**config.mk**
```make
export PLATFORM = sky130hd
export DESIGN_NAME = muldiv_unit
export DESIGN_NICKNAME = d
export VERILOG_FILES = /design/src/rtl/muldiv_unit.sv
export SDC_FILE = /design/constraint.sdc
export NUM_CORES = 2
export LEC_CHECK = 0
export BUFFER_PORTS_ARGS = -buffer_cell sky130_fd_sc_hd__buf_4
export CAP_MARGIN = 30
export CORE_MARGIN = 2
export CORE_UTILIZATION = 60
export CTS_CLUSTER_DIAMETER = 50
export CTS_CLUSTER_SIZE = 14
export DETAILED_ROUTE_END_ITERATION = 10
export GPL_TIMING_DRIVEN = 0
export HOLD_SLACK_MARGIN = 0.06
export PLACE_DENSITY = 0.8
export SLEW_MARGIN = 15
export SYNTH_ARGS = -nofsm -noshare
export SYNTH_HDL_FRONTEND = slang
export SYNTH_SLANG_ARGS = --single-unit
```
**constraint.sdc**
```tcl
create_clock -name clk -period 8.8 [get_ports clk]
set_input_delay 0.88 -clock clk [delete_from_list [all_inputs] [get_ports clk]]
set_output_delay 0.88 -clock clk [all_outputs]
set_load 0.05 [all_outputs]
```
**src/rtl/muldiv_unit.sv**
```systemverilog
// muldiv_unit: RV32M multiply/divide unit with a 1-cycle multiplier and a 32-cycle restoring divider.
// Requests are handshaked in IDLE, and results are held in DONE until they are consumed.
module muldiv_unit #(
   parameter int XLEN = 32
) (
   input  logic            clk,
   input  logic            rst_n,
   input  logic            in_valid,
   output logic            in_ready,
   input  logic [2:0]      op,
   input  logic [XLEN-1:0] a,
   input  logic [XLEN-1:0] b,
   input  logic            flush,
   output logic            out_valid,
   input  logic            out_ready,
   output logic [XLEN-1:0] result,
   output logic            busy
);
   typedef enum logic [2:0] {IDLE, MUL, DIV, FIX, DONE} state_e;
   state_e            state_q;
   logic [1:0]        op_q;
   logic [XLEN-1:0]   a_q, b_q, rem_q, quo_q, result_q;
   logic [5:0]        cnt_q;
   logic              out_valid_q;
   logic              a_sx, b_sx, div_s, q_neg, r_neg, div_zero, div_ovf;
   logic [2*XLEN-1:0] prod;
   logic [XLEN-1:0]   mul_res, b_mag, a_mag, rem_d, quo_d, fix_res;
   logic [XLEN:0]     trial, diff;
   assign in_ready  = state_q == IDLE;
   assign busy      = state_q != IDLE;
   assign out_valid = out_valid_q;
   assign result    = result_q;
   assign a_sx      = op_q != 2'd3;
   assign b_sx      = !op_q[1];
   assign prod      = {{XLEN{a_sx & a_q[XLEN-1]}}, a_q} * {{XLEN{b_sx & b_q[XLEN-1]}}, b_q};
   assign mul_res   = (op_q == 2'd0) ? prod[XLEN-1:0] : prod[2*XLEN-1:XLEN];
   // Divider works on magnitudes; signs are reapplied in FIX
   assign div_s     = !op_q[0];
   assign b_mag     = (div_s && b_q[XLEN-1]) ? -b_q : b_q;
   assign a_mag     = (!op[0] && a[XLEN-1]) ? -a : a;
   assign trial     = {rem_q, quo_q[XLEN-1]};
   assign diff      = trial - {1'b0, b_mag};
   assign rem_d     = diff[XLEN] ? trial[XLEN-1:0] : diff[XLEN-1:0];
   assign quo_d     = {quo_q[XLEN-2:0], !diff[XLEN]};
   assign q_neg     = div_s & (a_q[XLEN-1] ^ b_q[XLEN-1]);
   assign r_neg     = div_s & a_q[XLEN-1];
   assign fix_res   = op_q[1] ? (r_neg ? -rem_q : rem_q) : (q_neg ? -quo_q : quo_q);
   assign div_zero  = b == '0;
   assign div_ovf   = !op[0] && (a == {1'b1, {(XLEN-1){1'b0}}}) && (&b);
   always_ff @(posedge clk or negedge rst_n) begin
      if (!rst_n) begin
         state_q     <= IDLE;
         op_q        <= '0;
         a_q         <= '0;
         b_q         <= '0;
         rem_q       <= '0;
         quo_q       <= '0;
         cnt_q       <= '0;
         result_q    <= '0;
         out_valid_q <= 1'b0;
      end else if (flush) begin
         state_q     <= IDLE;
         out_valid_q <= 1'b0;
      end else begin
         case (state_q)
            IDLE: if (in_valid) begin
               op_q  <= op[1:0];
               a_q   <= a;
               b_q   <= b;
               rem_q <= '0;
               quo_q <= a_mag;
               cnt_q <= '0;
               if (!op[2]) begin
                  state_q <= MUL;
               end else if (div_zero) begin
                  result_q    <= op[1] ? a : '1;
                  out_valid_q <= 1'b1;
                  state_q     <= DONE;
               end else if (div_ovf) begin
                  result_q    <= op[1] ? '0 : a;
                  out_valid_q <= 1'b1;
                  state_q     <= DONE;
               end else begin
                  state_q <= DIV;
               end
            end
            MUL: begin
               result_q    <= mul_res;
               out_valid_q <= 1'b1;
               state_q     <= DONE;
            end
            DIV: begin
               rem_q <= rem_d;
               quo_q <= quo_d;
               cnt_q <= cnt_q + 6'd1;
               if (cnt_q == 6'd31) state_q <= FIX;
            end
            FIX: begin
               result_q    <= fix_res;
               out_valid_q <= 1'b1;
               state_q     <= DONE;
            end
            DONE: if (out_ready) begin
               out_valid_q <= 1'b0;
               state_q     <= IDLE;
            end
            default: begin
               out_valid_q <= 1'b0;
               state_q     <= IDLE;
            end
         endcase
      end
   end
endmodule

```
Word level (Yosys, flattened, before mapping)
Cells that the tools add are included.

cells by class
  add/subtract/negate cells = 6
  $mul = 1
  multiplexer cells = 35
  bitwise operators = 6
  reductions and logical operators = 21
  equal/unequal tests = 16

operators by type and width
  kind                                                                     number
  32-bit 2-to-1 mux                                                        15
  32-bit negator                                                           4
  32-bit case mux with 2 select lines                                      2
  32-bit case mux with 3 select lines                                      1
  33-bit by 33-bit multiplier with 64-bit output                           1
  33-bit by 32-bit subtractor with 33-bit output                           1
  32-bit equality test, second input constant                              1
  32-bit zero test                                                         1
  32-bit AND reduction                                                     1
  3-bit 2-to-1 mux                                                         7
  3-bit case mux with 4 select lines                                       1
  6-bit case mux with 2 select lines                                       1
  5-bit AND reduction                                                      2
  3-bit AND reduction                                                      3
  6-bit by 1-bit adder with 6-bit output, second input constant            1
  3-bit by 2-bit equality test with 1-bit output, second input constant    2
  6-bit by 5-bit equality test with 1-bit output, second input constant    1
  1-bit 2-to-1 mux                                                         6
  6-bit 2-to-1 mux                                                         1
  2-bit inequality test, second input constant                             3
  3-bit by 1-bit inequality test with 1-bit output, second input constant  2
  3-bit inequality test, second input constant                             2
  3-bit nonzero test                                                       2
  1-bit bitwise AND                                                        4
  14 further kinds                                                         20

storage, ports and cells
  output and inout bits = 35
  input port bits = 72
  bits in registers = 172

Depth between registers and ports, before layout
  word-level depth = 9
  gate-level depth with buffers = 31

Least setup slack after synthesis
No wires, ideal clock.

  kind = register to register
  start point = register op_q[0]
  end point = register result_q[29] (netlist: result[29])
  setup time = 0.065 ns
  cell stages (with the launch flop) = 31
  setup slack = 0.211 ns
  arrival time = 8.524 ns
  data required time = 8.735 ns
  path through = dfrtp_1 -> clkbuf_1 -> a21boi_0 -> clkbuf_1 -> clkbuf_1 -> nand2_1 -> fa_1 -> fa_1 -> inv_1 -> fa_1 -> inv_1 -> fa_1 -> inv_1 -> fa_1 -> fa_1 -> fa_1 -> inv_1 -> fa_1 -> inv_1 -> ha_1 -> clkbuf_1 -> a21o_1 -> a21o_1 -> a21oi_1 -> o31ai_1 -> o21ai_0 -> nand2_1 -> a311oi_1 -> o21ai_0 -> a211oi_1 -> a211o_1

between the ends
  longest elaborated chain between the ends = 5

ends and longest elaborated chain
  item                                                                                 line        text
  start: declaration                                                                   21          logic [1:0] op_q;
  start signal: assignment                                                             67          op_q <= op[1:0];
  2-bit inequality test or 1-bit zero test (tied branches)                             33, 38
  1-bit bitwise AND (on tied branches)                                                 35, 45, 46
  33-bit by 33-bit multiplier with 64-bit output or 32-bit 2-to-1 mux (tied branches)  35, 47
  32-bit 2-to-1 mux (on tied branches)                                                 36, 47
  32-bit case mux with 3 select lines *                                                65          case (state_q)
  end signal: assignment                                                               76          result_q <= op[1] ? a : '1;
  end signal: assignment                                                               80          result_q <= op[1] ? '0 : a;
  end signal: assignment                                                               88          result_q <= mul_res;
  end: declaration                                                                     22          logic [XLEN-1:0] a_q, b_q, rem_q, quo_q, result_q;

Mark *: on every way between the ends. The rest lies on a longest branch, timed or not.
A chain may end at the register's enable or synchronous reset.

Worst setup path after layout
  start point = register b_q[5]
  end point = register result_q[29] (netlist: result[29])

between the ends
  longest elaborated chain between the ends = 3

ends and longest elaborated chain
  item                                            line  text
  start: declaration                              22
  start signal: assignment                        55    b_q <= '0;
  start signal: assignment                        69    b_q <= b;
  33-bit by 33-bit multiplier with 64-bit output  35    assign prod = {{XLEN{a_sx & a_q[XLEN-1]}}, a_q} * {{XLEN{b_sx & b_q[XLEN-1]}}, b_q};
  32-bit 2-to-1 mux                               36    assign mul_res = (op_q == 2'd0) ? prod[XLEN-1:0] : prod[2*XLEN-1:XLEN];
  32-bit case mux with 3 select lines             65

Every way passes these cells.

==> flow_summary.json <==
{
  "gpl.final_weighted_congestion": 1.16,
  "tightest_slew_ns": 0.975,
  "critPathCaptureType": "register",
  "firstDrtPassIters": 6,
  "rsz0062_at_grt": "true",
  "syn_inst": 5865,
  "finalWorstSetupSlack_ns": -0.0104,
  "clkSlewWorstSetupHoldPaths_ns": 0.08,
  "post_synth_fa_ha_maj_area_fraction_pct": 50.8,
  "design.final.nets": 7475,
  "synth.top_cells.by_count": "inv_1, fa_1, nand2_1",
  "critPathArrivalTime_ns": 9.17,
  "yosys_register_bits": 172,
  "core_area_mm2": 0.0837,
  "avgViaCountPerCell": 6.32,
  "layout-drive-gt1-share_pct": 9.25,
  "die_outline_width_um": 295,
  "timing.slew.headroom_pct": 35.0,
  "fin_crit_sh_pct": 100,
  "first_global_vias": 46464,
  "synth-warning-count": 0,
  "wl_per_cell_um": 31.4,
  "chipHeight_um": 295,
  "area_growth_pct": 9.00,
  "number_of_input_and_output_port_buffers_inserted": 102,
  "maxCapViolations": 0,
  "worst_case_clock_buffer_depth": 2,
  "wire_length_of_the_first_global_routing_pass_mm": 325,
  "drcViolationCount": 0,
  "floorplan.initialDensity_pct": 60.7,
  "cp.buffers_inverters": 10,
  "synth_area_per_cell_um2": 8.66,
  "yosysMostFrequentCell": "inv_1",
  "synth_seq_area_share_pct": 8.48,
  "ys_types": 84,
  "criticalPathCategory": "register to register",
  "timing.critical_path.slowest_cell_delay_ns": 0.70,
  "clock.fmax_mhz": 114,
  "finalClockSkew_ns": 0.0178,
  "final-hold-violation-count": 0,
  "cts_inserted_buffers": 17,
  "htree_levels": 4,
  "final_period_minus_worst_setup_slack_ns": 8.81,
  "yosysTopAreaCell": "fa_1",
  "synth_top_family_by_area": "adder cells",
  "dp_hpwl_mm": 190,
  "postRouteAntennaNets": 0,
  "setup.reg_to_reg.worst_slack_ns": -0.01,
  "totalNegativeSetupSlack_ns": -0.0168,
  "wirelength_mm": 226,
  "dieArea_mm2": 0.0870,
  "cp-start-kind": "register",
  "ys_dominant_reg_cell": "dfrtp_1",
  "synth_nets": 7313,
  "detailedRoute.firstIterationViolations": 5591,
  "floorplan.rows": 106,
  "crit_path_max_fanout": 10,
  "crit_required_ns": 9.16,
  "clkSinkCount": 172,
  "yosys.area_share.xor_xnor_pct": 3.65,
  "grt.total_usage_pct": 53.7,
  "synth.mux.area_fraction_pct": 0.160,
  "run_status": "finished with violations",
  "maximum_number_of_pins_on_one_net_before_global_route_repair": 93,
  "tritoncts_clock_tree": "built",
  "synth.cell_area_mm2": 0.0508,
  "category_of_cells_accounting_for_the_largest_share_of_critical_path_delay": "adder cells",
  "grt.overflow.total": 0,
  "final_max_slew_viol_count": 0,
  "num_io_pins": 107,
  "synth_simple_gate_area_share_pct": 17.4,
  "vias": 45607,
  "yosys.area.top_type_share_pct": 44.4,
  "worst_hold_slack_ns": 0.432,
  "hold_path.class": "input port to asynchronous set/reset pin",
  "violations_in_the_final_reports": "setup timing",
  "crit_path_frequent_cell": "fa_1",
  "synth-compound-area-share_pct": 8.41,
  "clock_insertion_delay_worst_skew_ns": 0.49,
  "synth_edf_count": 0,
  "main_area_contributors_after_synthesis": "fa_1, inv_1, dfrtp_1, nand2_1, ha_1",
  "critPathSlowestCell": "fa_2",
  "ffs_w_async_s_r_synth_pct": 100,
  "antenna_found_initial": 34,
  "cts_root_buf": "clkbuf_16",
  "setup_violations": 3
}
cells in the final DEF, fill, tap and decap left out, types with 40 or more instances in the layout:
cell | netlist | routed
and2_1 | 369 | 369
buf_6 | 0 | 40
ha_1 | 250 | 232
inv_1 | 1149 | 1144
dfrtp_1 | 172 | 128
buf_4 | 1 | 135
nor3_1 | 45 | 42
nor2_1 | 228 | 225
xnor2_1 | 121 | 121
a21oi_1 | 180 | 166
a21o_1 | 58 | 58
o21ai_0 | 149 | 140
clkbuf_1 | 311 | 130
clkbuf_2 | 0 | 108
nand2_1 | 1010 | 1005
nand3_1 | 108 | 106
fa_1 | 1126 | 1103
xor2_1 | 87 | 87
per-stage QoR:
step           cells  area [um2]  worst slack [ns]  util, %
2_1_floorplan   5865       50800             0.211        -
4_1_cts         7176       54800           0.00988     65.5
6_report        7211       55400           -0.0104     66.1
3_3_place_gp    7101       53000             -3.11     63.3
5_1_grt         7176       55300           -0.0859     66.0
3_5_place_dp    7163       53800             -3.02     64.3
what timing repair did:
action	in CTS	in global routing
resized for setup	214	213
endpoints found under the setup margin	32	31
hold buffers	0	0
setup buffers	14	16
pin swaps	7	12
area by class of cell:
type / instances / area [um2]
Antenna cell: 37 / 92.6
Inverter: 1149 / 4320
Timing Repair Buffer: 196 / 1840
Tap cell: 1134 / 1420
Buffer: 304 / 1450
Clock inverter: 14 / 148
Fill cell: 7064 / 28300
Clock buffer: 18 / 429
Multi-Input combinational cell: 4187 / 41300
Sequential cell: 172 / 4370
state kept, by name, indices dropped and copies added (netlist names):
signal and cells:
a_q 32, b_q 32, cnt_q 6, op_q 2, out_valid 1, quo_q 32
rem_q 32, result 32, state_q 3
cell families (layout without fill, tap and decap cells):
| kind of cell | after synthesis | after routing |
|---|---|---|
| AND/OR/NAND/NOR | 1923 | 1923 |
| buffers and inverters | 1506 | 1681 |
| flip-flops | 172 | 172 |
| multiplexers | 8 | 8 |
| AO/OA/AOI/OAI | 658 | 658 |
| other | 0 | 37 |
| adder cells (fa/ha/maj) | 1388 | 1388 |
| XOR/XNOR | 210 | 210 |
worst register-to-register path: cells and delay by family (launching register included):
family                   cells  cell delay, ns
AND/OR/NAND/NOR              2            0.34
AO/OA/AOI/OAI                6            1.30
flip-flops                   1            0.62
adder cells (fa/ha/maj)      9            4.79
buffers and inverters       10            1.62
worst paths after layout:
check | cells after the start | start | endpoint
worst max-delay path | 27 | b_q[5] | result[29]
worst min-delay path | 1 | rst_n | quo_q[16]
worst max register to register | 27 | b_q[5] | result[29]
worst min register to register | 1 | result[31] | result[31]
max in group asynchronous | 2 | rst_n | b_q[4]
min in group clk | 1 | result[31] | result[31]
per-layer routing:
layer,wire (um),share of wire [%],up-vias,track usage [%]
met4,24800,11,22,45.1
met2,90300,40,3572,74.1
met1,76300,34,22725,63.7
li1,-,-,18219,-
met5,554,0.24,-,1.39
met3,34600,15,1069,24.4
Power is left out: the tool's default activity adds up to more than one toggle a clock period on the data nets, which glitch-free logic cannot reach.
